## src/rtl/axi_pmu_pkg.sv

```systemverilog
// Shared definitions for the PMU CSR slice: register offsets, CTRL bits, counter index order.
// Optional periodic snapshots are enabled with the AXI_PMU_CSR_AUTOSNAP_EN macro.
package axi_pmu_pkg;

  localparam int unsigned DATA_W         = 32;
  localparam int unsigned NUM_READ_CNT   = 7;
  localparam int unsigned NUM_WRITE_CNT  = 11;

  localparam int unsigned CTRL_OFF       = 32'h000;
  localparam int unsigned STATUS_OFF     = 32'h004;
  localparam int unsigned SNAP_COUNT_OFF = 32'h008;
  localparam int unsigned PERIOD_OFF     = 32'h00C;
  localparam int unsigned SNAP_BASE      = 32'h100;

  localparam int unsigned CTRL_SNAP_BIT  = 0;
  localparam int unsigned CTRL_CLEAR_BIT = 1;

  localparam logic [1:0] RESP_OKAY   = 2'b00;
  localparam logic [1:0] RESP_SLVERR = 2'b10;

  typedef enum logic [4:0] {
    CNT_RD_IDLE, CNT_RD_OUTSTANDING, CNT_AR_STALL, CNT_AR_HANDSHAKE,
    CNT_RVALID_STALL, CNT_RREADY_STALL, CNT_R_HANDSHAKE,
    CNT_WR_IDLE, CNT_WR_OUTSTANDING, CNT_WR_RESPONDING, CNT_AW_STALL,
    CNT_AW_HANDSHAKE, CNT_WVALID_STALL, CNT_WREADY_STALL, CNT_W_HANDSHAKE,
    CNT_BVALID_STALL, CNT_BREADY_STALL, CNT_B_HANDSHAKE
  } cnt_idx_e;

  typedef enum logic [1:0] {W_IDLE, W_HAVE_AW, W_HAVE_W, W_RESP} w_state_e;
  typedef enum logic       {R_IDLE, R_RESP} r_state_e;

  // Word-aligned address falls inside the snapshot window of n 64-bit counters
  function automatic logic is_snap_addr(input logic [31:0] addr, input int unsigned n);
    return (addr >= SNAP_BASE) && (addr < SNAP_BASE + 8 * n);
  endfunction

endpackage

```

## src/rtl/axi_pmu_snap_bank.sv

```systemverilog
// Snapshot register bank: atomic capture of all counters, snapshot count and word-select read mux.
module axi_pmu_snap_bank
  import axi_pmu_pkg::*;
#(
  parameter int unsigned NUM_CNT = 18,
  parameter int unsigned CNT_W   = 64
) (
  input  logic                     aclk,
  input  logic                     aresetn,
  input  logic [NUM_CNT*CNT_W-1:0] cnt_i,
  input  logic                     snap_en,
  input  logic [31:0]              rd_addr,
  output logic [31:0]              rd_data,
  output logic                     rd_hit,
  output logic [31:0]              snap_count,
  output logic                     snap_valid
);

  logic [NUM_CNT*CNT_W-1:0] snap_q;
  logic [31:0]              off;
  logic [63:0]              sel;

  always_ff @(posedge aclk or negedge aresetn) begin
    if (!aresetn) begin
      snap_q     <= '0;
      snap_count <= '0;
      snap_valid <= 1'b0;
    end else if (snap_en) begin
      snap_q     <= cnt_i;
      snap_count <= snap_count + 32'd1;
      snap_valid <= 1'b1;
    end
  end

  assign off    = rd_addr - SNAP_BASE;
  assign rd_hit = is_snap_addr(rd_addr, NUM_CNT);

  // Counter select by 8-byte slot, then low/high word by address bit 2
  always_comb begin
    sel = '0;
    for (int unsigned i = 0; i < NUM_CNT; i++) begin
      if ((off >> 3) == 32'(i)) sel = 64'(snap_q[i*CNT_W +: CNT_W]);
    end
    rd_data = '0;
    if (rd_hit) rd_data = off[2] ? sel[63:32] : sel[31:0];
  end

endmodule

```

## src/rtl/axi_pmu_csr.sv

```systemverilog
// AXI4-Lite CSR front end for the PMU: CTRL/STATUS/SNAP_COUNT plus snapshot words.
// Define AXI_PMU_CSR_AUTOSNAP_EN to add the PERIOD register and periodic snapshot timer.
module axi_pmu_csr
  import axi_pmu_pkg::*;
#(
  parameter int unsigned NUM_CNT = 18,
  parameter int unsigned CNT_W   = 64,
  parameter int unsigned ADDR_W  = 12
) (
  input  logic                     aclk,
  input  logic                     aresetn,
  input  logic [NUM_CNT*CNT_W-1:0] cnt_i,
  output logic                     cnt_clear_o,
  input  logic [ADDR_W-1:0]        s_awaddr,
  input  logic                     s_awvalid,
  output logic                     s_awready,
  input  logic [31:0]              s_wdata,
  input  logic [3:0]               s_wstrb,
  input  logic                     s_wvalid,
  output logic                     s_wready,
  output logic [1:0]               s_bresp,
  output logic                     s_bvalid,
  input  logic                     s_bready,
  input  logic [ADDR_W-1:0]        s_araddr,
  input  logic                     s_arvalid,
  output logic                     s_arready,
  output logic [31:0]              s_rdata,
  output logic [1:0]               s_rresp,
  output logic                     s_rvalid,
  input  logic                     s_rready
);

  w_state_e          w_state;
  r_state_e          r_state;
  logic [ADDR_W-1:0] awaddr_q;
  logic [31:0]       wdata_q;
  logic [3:0]        wstrb_q;
  logic              aw_hs, w_hs, ar_hs, commit;
  logic [31:0]       wr_addr, wr_data, rd_addr, rd_data_c, bank_rdata, snap_count;
  logic [3:0]        wr_strb;
  logic              is_ctrl, wr_ok, snap_manual, snap_auto, clear_req;
  logic              rd_err_c, bank_hit, snap_valid;
  logic [31:0]       period_rd;

  assign s_awready = aresetn && (w_state == W_IDLE || w_state == W_HAVE_W);
  assign s_wready  = aresetn && (w_state == W_IDLE || w_state == W_HAVE_AW);
  assign s_arready = aresetn && (r_state == R_IDLE);

  assign aw_hs  = s_awvalid && s_awready;
  assign w_hs   = s_wvalid && s_wready;
  assign ar_hs  = s_arvalid && s_arready;
  assign commit = (w_state == W_IDLE && aw_hs && w_hs) ||
                  (w_state == W_HAVE_AW && w_hs) ||
                  (w_state == W_HAVE_W && aw_hs);

  // Commit combines whichever half was latched earlier with the half arriving now
  assign wr_addr = 32'((w_state == W_HAVE_AW) ? awaddr_q : s_awaddr) & ~32'd3;
  assign wr_data = (w_state == W_HAVE_W) ? wdata_q : s_wdata;
  assign wr_strb = (w_state == W_HAVE_W) ? wstrb_q : s_wstrb;

  assign is_ctrl     = wr_addr == CTRL_OFF;
  assign wr_ok       = is_ctrl || wr_addr == STATUS_OFF || wr_addr == SNAP_COUNT_OFF ||
                       wr_addr == PERIOD_OFF || is_snap_addr(wr_addr, NUM_CNT);
  assign snap_manual = commit && is_ctrl && wr_strb[0] && wr_data[CTRL_SNAP_BIT];
  assign clear_req   = commit && is_ctrl && wr_strb[0] && wr_data[CTRL_CLEAR_BIT];

  always_ff @(posedge aclk or negedge aresetn) begin
    if (!aresetn) begin
      w_state     <= W_IDLE;
      awaddr_q    <= '0;
      wdata_q     <= '0;
      wstrb_q     <= '0;
      s_bvalid    <= 1'b0;
      s_bresp     <= RESP_OKAY;
      cnt_clear_o <= 1'b0;
    end else begin
      cnt_clear_o <= clear_req;
      if (commit) begin
        s_bvalid <= 1'b1;
        s_bresp  <= wr_ok ? RESP_OKAY : RESP_SLVERR;
        w_state  <= W_RESP;
      end else begin
        case (w_state)
          W_IDLE: begin
            if (aw_hs) begin
              awaddr_q <= s_awaddr;
              w_state  <= W_HAVE_AW;
            end else if (w_hs) begin
              wdata_q <= s_wdata;
              wstrb_q <= s_wstrb;
              w_state <= W_HAVE_W;
            end
          end
          W_RESP: begin
            if (s_bready) begin
              s_bvalid <= 1'b0;
              w_state  <= W_IDLE;
            end
          end
          default: ;
        endcase
      end
    end
  end

`ifdef AXI_PMU_CSR_AUTOSNAP_EN
  logic [31:0] period_q, timer_q;

  // Free-running tick every period_q cycles; any PERIOD write restarts the count
  always_ff @(posedge aclk or negedge aresetn) begin
    if (!aresetn) begin
      period_q <= '0;
      timer_q  <= '0;
    end else if (commit && wr_addr == PERIOD_OFF) begin
      for (int b = 0; b < 4; b++) begin
        if (wr_strb[b]) period_q[8*b +: 8] <= wr_data[8*b +: 8];
      end
      timer_q <= '0;
    end else if (period_q != '0) begin
      timer_q <= snap_auto ? '0 : timer_q + 32'd1;
    end
  end

  assign snap_auto = (period_q != '0) && (timer_q == period_q - 32'd1);
  assign period_rd = period_q;
`else
  logic unused_wr;
  assign unused_wr = ^{wr_data[31:2], wr_strb[3:1]};
  assign snap_auto = 1'b0;
  assign period_rd = '0;
`endif

  axi_pmu_snap_bank #(.NUM_CNT(NUM_CNT), .CNT_W(CNT_W)) u_bank (
    .aclk       (aclk),
    .aresetn    (aresetn),
    .cnt_i      (cnt_i),
    .snap_en    (snap_manual || snap_auto),
    .rd_addr    (rd_addr),
    .rd_data    (bank_rdata),
    .rd_hit     (bank_hit),
    .snap_count (snap_count),
    .snap_valid (snap_valid)
  );

  assign rd_addr = 32'(s_araddr) & ~32'd3;

  always_comb begin
    rd_data_c = '0;
    rd_err_c  = 1'b0;
    if (rd_addr == CTRL_OFF)            rd_data_c = '0;
    else if (rd_addr == STATUS_OFF)     rd_data_c = {16'h0, 8'(NUM_CNT), 7'h0, snap_valid};
    else if (rd_addr == SNAP_COUNT_OFF) rd_data_c = snap_count;
    else if (rd_addr == PERIOD_OFF)     rd_data_c = period_rd;
    else if (bank_hit)                  rd_data_c = bank_rdata;
    else                                rd_err_c  = 1'b1;
  end

  always_ff @(posedge aclk or negedge aresetn) begin
    if (!aresetn) begin
      r_state  <= R_IDLE;
      s_rvalid <= 1'b0;
      s_rdata  <= '0;
      s_rresp  <= RESP_OKAY;
    end else begin
      case (r_state)
        R_IDLE: begin
          if (ar_hs) begin
            s_rdata  <= rd_data_c;
            s_rresp  <= rd_err_c ? RESP_SLVERR : RESP_OKAY;
            s_rvalid <= 1'b1;
            r_state  <= R_RESP;
          end
        end
        R_RESP: begin
          if (s_rready) begin
            s_rvalid <= 1'b0;
            r_state  <= R_IDLE;
          end
        end
        default: r_state <= R_IDLE;
      endcase
    end
  end

endmodule

```

## config.mk

```make
export PLATFORM = sky130hd
export DESIGN_NAME = axi_pmu_csr
export DESIGN_NICKNAME = d
export VERILOG_FILES = /design/src/rtl/axi_pmu_pkg.sv /design/src/rtl/axi_pmu_snap_bank.sv /design/src/rtl/axi_pmu_csr.sv
export SDC_FILE = /design/constraint.sdc
export NUM_CORES = 2
export LEC_CHECK = 0
export CORE_AREA = 2 2 485 487
export CTS_BUF_LIST = sky130_fd_sc_hd__clkbuf_4
export CTS_CLUSTER_SIZE = 28
export DETAILED_ROUTE_END_ITERATION = 8
export DIE_AREA = 0 0 487 489
export MAX_ROUTING_LAYER = met4
export PLACE_DENSITY = 0.42
export SYNTH_ARGS = -nofsm -noshare
export SYNTH_HDL_FRONTEND = slang
export SYNTH_HIERARCHICAL = 1
export SYNTH_SLANG_ARGS = --single-unit
```

## constraint.sdc

```tcl
create_clock -name aclk -period 4 [get_ports aclk]
set_clock_uncertainty 0.05 [all_clocks]
set_input_delay 1 -clock aclk [delete_from_list [all_inputs] [get_ports aclk]]
set_output_delay 1 -clock aclk [all_outputs]
set_load 0.02 [all_outputs]
```

==> flow_summary_export.csv <==
group,metric,value,unit
placement,place_congestion,0.938,
critical_path,timing.rr.end,"u_bank/snap_q[458]$_DFFE_PN0P_",
critical_path,crit_arrival,5250,ps
cts,cts_buffer_depth,4,
floorplan,dieArea,0.238,sq mm
critical_path,r2r_start,"w_state[0]$_DFFE_PN0P_",
finish,drive_above_1_share,0.394,
sta,fin_crit_sh,0.993,
run_status,outcome,"finished clean",
cts,clock-root-buffer,"clkbuf_4",
power_and_ir_drop,p_sw_frac,0.278,
min_path,holdPathEnd,"u_bank/snap_q[693]$_DFFE_PN0P_",
sta,maxSlewViolCount,0,
grt,grt_pass1_wl,472000,um
synthesis,synth_area,0.0558,sq mm
finish,layout_commonest_cell,"dfrtp_1",
finish,syn2layout_area_growth,53.7,%
routing,wl,361000,um
min_path,hold_path.class,"input pin to flip-flop",
sta,slew-limit-headroom,0.337,
synthesis,synth_seq_area_share,0.555,
power_and_ir_drop,p_sw,8750,uW
grt,track_usage,0.304,
cts,cts_tree,"done",
critical_path,cp_max_fo,17,
routing,wl_per_cell,35.5,um
power_and_ir_drop,p_seq_frac,0.471,
grt,grt_overflow,0,
floorplan,die_width,487,um
placement,place_ws,-2680,ps
power_and_ir_drop,power.share.clock,0.410,
critical_path,rrSetupSlack,710,ps
floorplan,die_h,489,um
grt,antenna_found_initial,205,
finish,fin_area,0.0857,sq mm
critical_path,cp_common_cell,"buf_4",
routing,firstDrtPassIters,7,
routing,drt_iter0_drc,3799,
power_and_ir_drop,p_comb_frac,0.119,
synthesis,synth_flop_cell,"dfrtp_1",
grt,grt_max_degree,159,
critical_path,worstPathRequired,5280,ps
sta,grt_setup_unrepaired,"false",
grt,first_global_vias,52600,
power_and_ir_drop,ir_drop,208,uV
cts,cts_made_buffers,390,
min_path,min_from,"cnt_i[693]",
sta,timing.final.hold_violations,0,
finish,mostFrequentLayoutCells,"dfrtp_1, clkdlybuf4s50_1, mux2_2, buf_4, clkbuf_4",
power_and_ir_drop,p_leak,0.0400,uW
critical_path,start_kind,"input pin",
synthesis,postSynthAreaPerCell,12.9,sq um
sta,fmax,252,MHz
floorplan,row_count,178,
critical_path,cpPeakStageDelay,650,ps
critical_path,crit_type,"input pin to flip-flop",
routing,ant_nets,0,
cts,cts.sinks,1238,
min_path,worstHoldPathCells,2,
critical_path,cp-end-kind,"flip-flop",
finish,nets,7925,
floorplan,core,0.234,sq mm
placement,place_area,0.0794,sq mm
placement,dpl.cell_count,9264,
critical_path,path_cells,"buf_2, inv_1, ha_2, or3_1, nor3_2, buf_4, or2_2, nand4_1, buf_12, buf_4, nor2_4, buf_4, a221oi_1, o31ai_2, a21oi_1, buf_4, nor4_1, a21o_1",
cts,insertion_delay,1410,ps
sta,setup_tns,0,ps
cts,h-tree-depth,5,
sta,fin_crit,3970,ps
synthesis,ys_warn_count,6,
floorplan,initial_core_util,0.239,
cts,clkTransAtPathRegs,70,ps
critical_path,slowest_stage,"o31ai_2",
critical_path,reg2reg_depth,8,
placement,hpwl,296000,um
sta,setup_ws,28.1,ps
synthesis,synthCells,4329,
synthesis,synth_edf_count,0,
power_and_ir_drop,power.density,367,mW/mm^2
critical_path,critical_path.top_delay_family,"simple AND/OR/NAND/NOR gates",
finish,stdcell_count,10200,
placement,port_buffers,1221,
synthesis,synth_seq_cells,1238,
sta,setup_violations,0,
routing,drc,0,
critical_path,crit_buf_inv,7,
sta,tightest_slew,995,ps
cts,post_cts.repair.setup_buffers,0,
power_and_ir_drop,internal_power,22700,uW
routing,viasPerCell,4.94,
run,drv_cap,0,
synthesis,ys_types,88,
synthesis,synth_async_sr_flop_share,1.00,
floorplan,ios,1261,
routing,vias,50300,
## routing by layer
metal  vias to the layer above  track usage  wire, um
met1                     26000        0.366    150000
met4                         0        0.129     15200
li1                      21500            -         -
met3                       594       0.0787     25700
met2                      2202        0.480    171000
met5                         -            -         0
## logic make-up (layout without fill, tap and decap cells)
family	Yosys count	after routing	share of synthesized area
xor gates and xnor gates	31	31	0.00487
AOI/OAI and AO/OA	868	868	0.114
and+or+nand+nor	654	654	0.0577
other	1	204	0.0000672
adders and majority gates	5	5	0.00103
DFF	1238	1238	0.555
buffers and inverters	321	2914	0.0232
muxes	1211	1211	0.244
## worst register-to-register path: cells and delay by family (launching register included)
family | cells | cell delay, ps
AOI/OAI and AO/OA | 3 | 600
buffers and inverters | 3 | 800
DFF | 1 | 530
muxes | 1 | 490
and+or+nand+nor | 1 | 690
## how the worst max path moves through the flow
stage                           start                      end  depth (start not counted)
after floorplan           s_araddr[9]   s_rdata[0]$_DFFE_PN0P_                         17
after global placement    s_araddr[9]  s_rdata[12]$_DFFE_PN0P_                         19
after detailed placement  s_araddr[9]  s_rdata[12]$_DFFE_PN0P_                         19
after CTS                 s_araddr[8]  s_rdata[13]$_DFFE_PN0P_                         21
after global routing      s_araddr[9]   s_rdata[0]$_DFFE_PN0P_                         21
final                     s_araddr[9]  s_rdata[19]$_DFFE_PN0P_                         18
## what timing repair did
| item | 4_1_cts | 5_1_grt |
|---|---|---|
| pin swaps | 1 | 5 |
| hold buffers | 107 | 0 |
| setup endpoints to repair | 33 | 18 |
| endpoints found under the hold margin | 630 | 0 |
| cloned | 0 | 0 |
| resized for setup | 29 | 19 |
## synthesized netlist by cell type, drive strengths merged (8+ instances only)
cell type	number	area share
a211o	9	0.0014
o221ai	34	0.0053
mux2i	40	0.0072
nand4	41	0.0046
nand3	61	0.0055
inv	31	0.0021
a211oi	21	0.0029
xnor2	20	0.0031
o2111ai	17	0.0027
o21ai	113	0.010
and3	27	0.0030
a221o	20	0.0036
or2	8	0.00090
a222oi	67	0.012
o22ai	34	0.0038
nand2b	10	0.0011
a2111oi	8	0.0015
nor4	38	0.0053
a22o	47	0.0074
buf	57	0.0055
o211ai	20	0.0027
a21o	36	0.0048
clkbuf	233	0.016
or3	17	0.0019
o31ai	10	0.0013
a221oi	83	0.013
nor3	53	0.0049
or4	9	0.0014
xor2	11	0.0017
a21oi	159	0.014
a22oi	110	0.015
a31oi	20	0.0022
dfrtp	1238	0.56
nand2	188	0.013
mux2	1170	0.24
nor2	172	0.012
## flip-flops by register name (all words and copies together), names as in the netlist, 2 cells and up
name and cells:
awaddr_q 10, u_bank/snap_count 32, s_rdata 32, u_bank/snap_q 1152, w_state 2, wdata_q 2
## power by group through the flow
stage / registers, uW / logic, uW / clock network (uW)
after CTS: 14800 / 3780 / 13400
after global placement: 15000 / 3600 / 0
after floorplan: 14500 / 1450 / 0
after global routing: 15000 / 3990 / 14000
after detailed placement: 15100 / 3650 / 0
final: 14800 / 3750 / 12900
## final cells by class
type / count / area, sq um
diodes: 139 / 348
fillers: 23300 / 148000
multi-input cells: 2834 / 24300
clock buffers: 561 / 4210
repair buffers: 2208 / 21500
flip-flops and latches: 1238 / 31000
well taps: 3060 / 3830
clock inverters: 114 / 557
inverters: 31 / 118
## through the flow
step | hold slack [ps] | power, uW | utilization
4_1_cts | 0.330 | 32000 | 0.365
2_1_floorplan | 387 | 16000 | -
3_3_place_gp | 406 | 18600 | 0.340
5_1_grt | 18.7 | 33000 | 0.367
3_5_place_dp | 412 | 18700 | 0.340
6_report | 129 | 31500 | 0.367
Power figures use the tool's default switching activity.
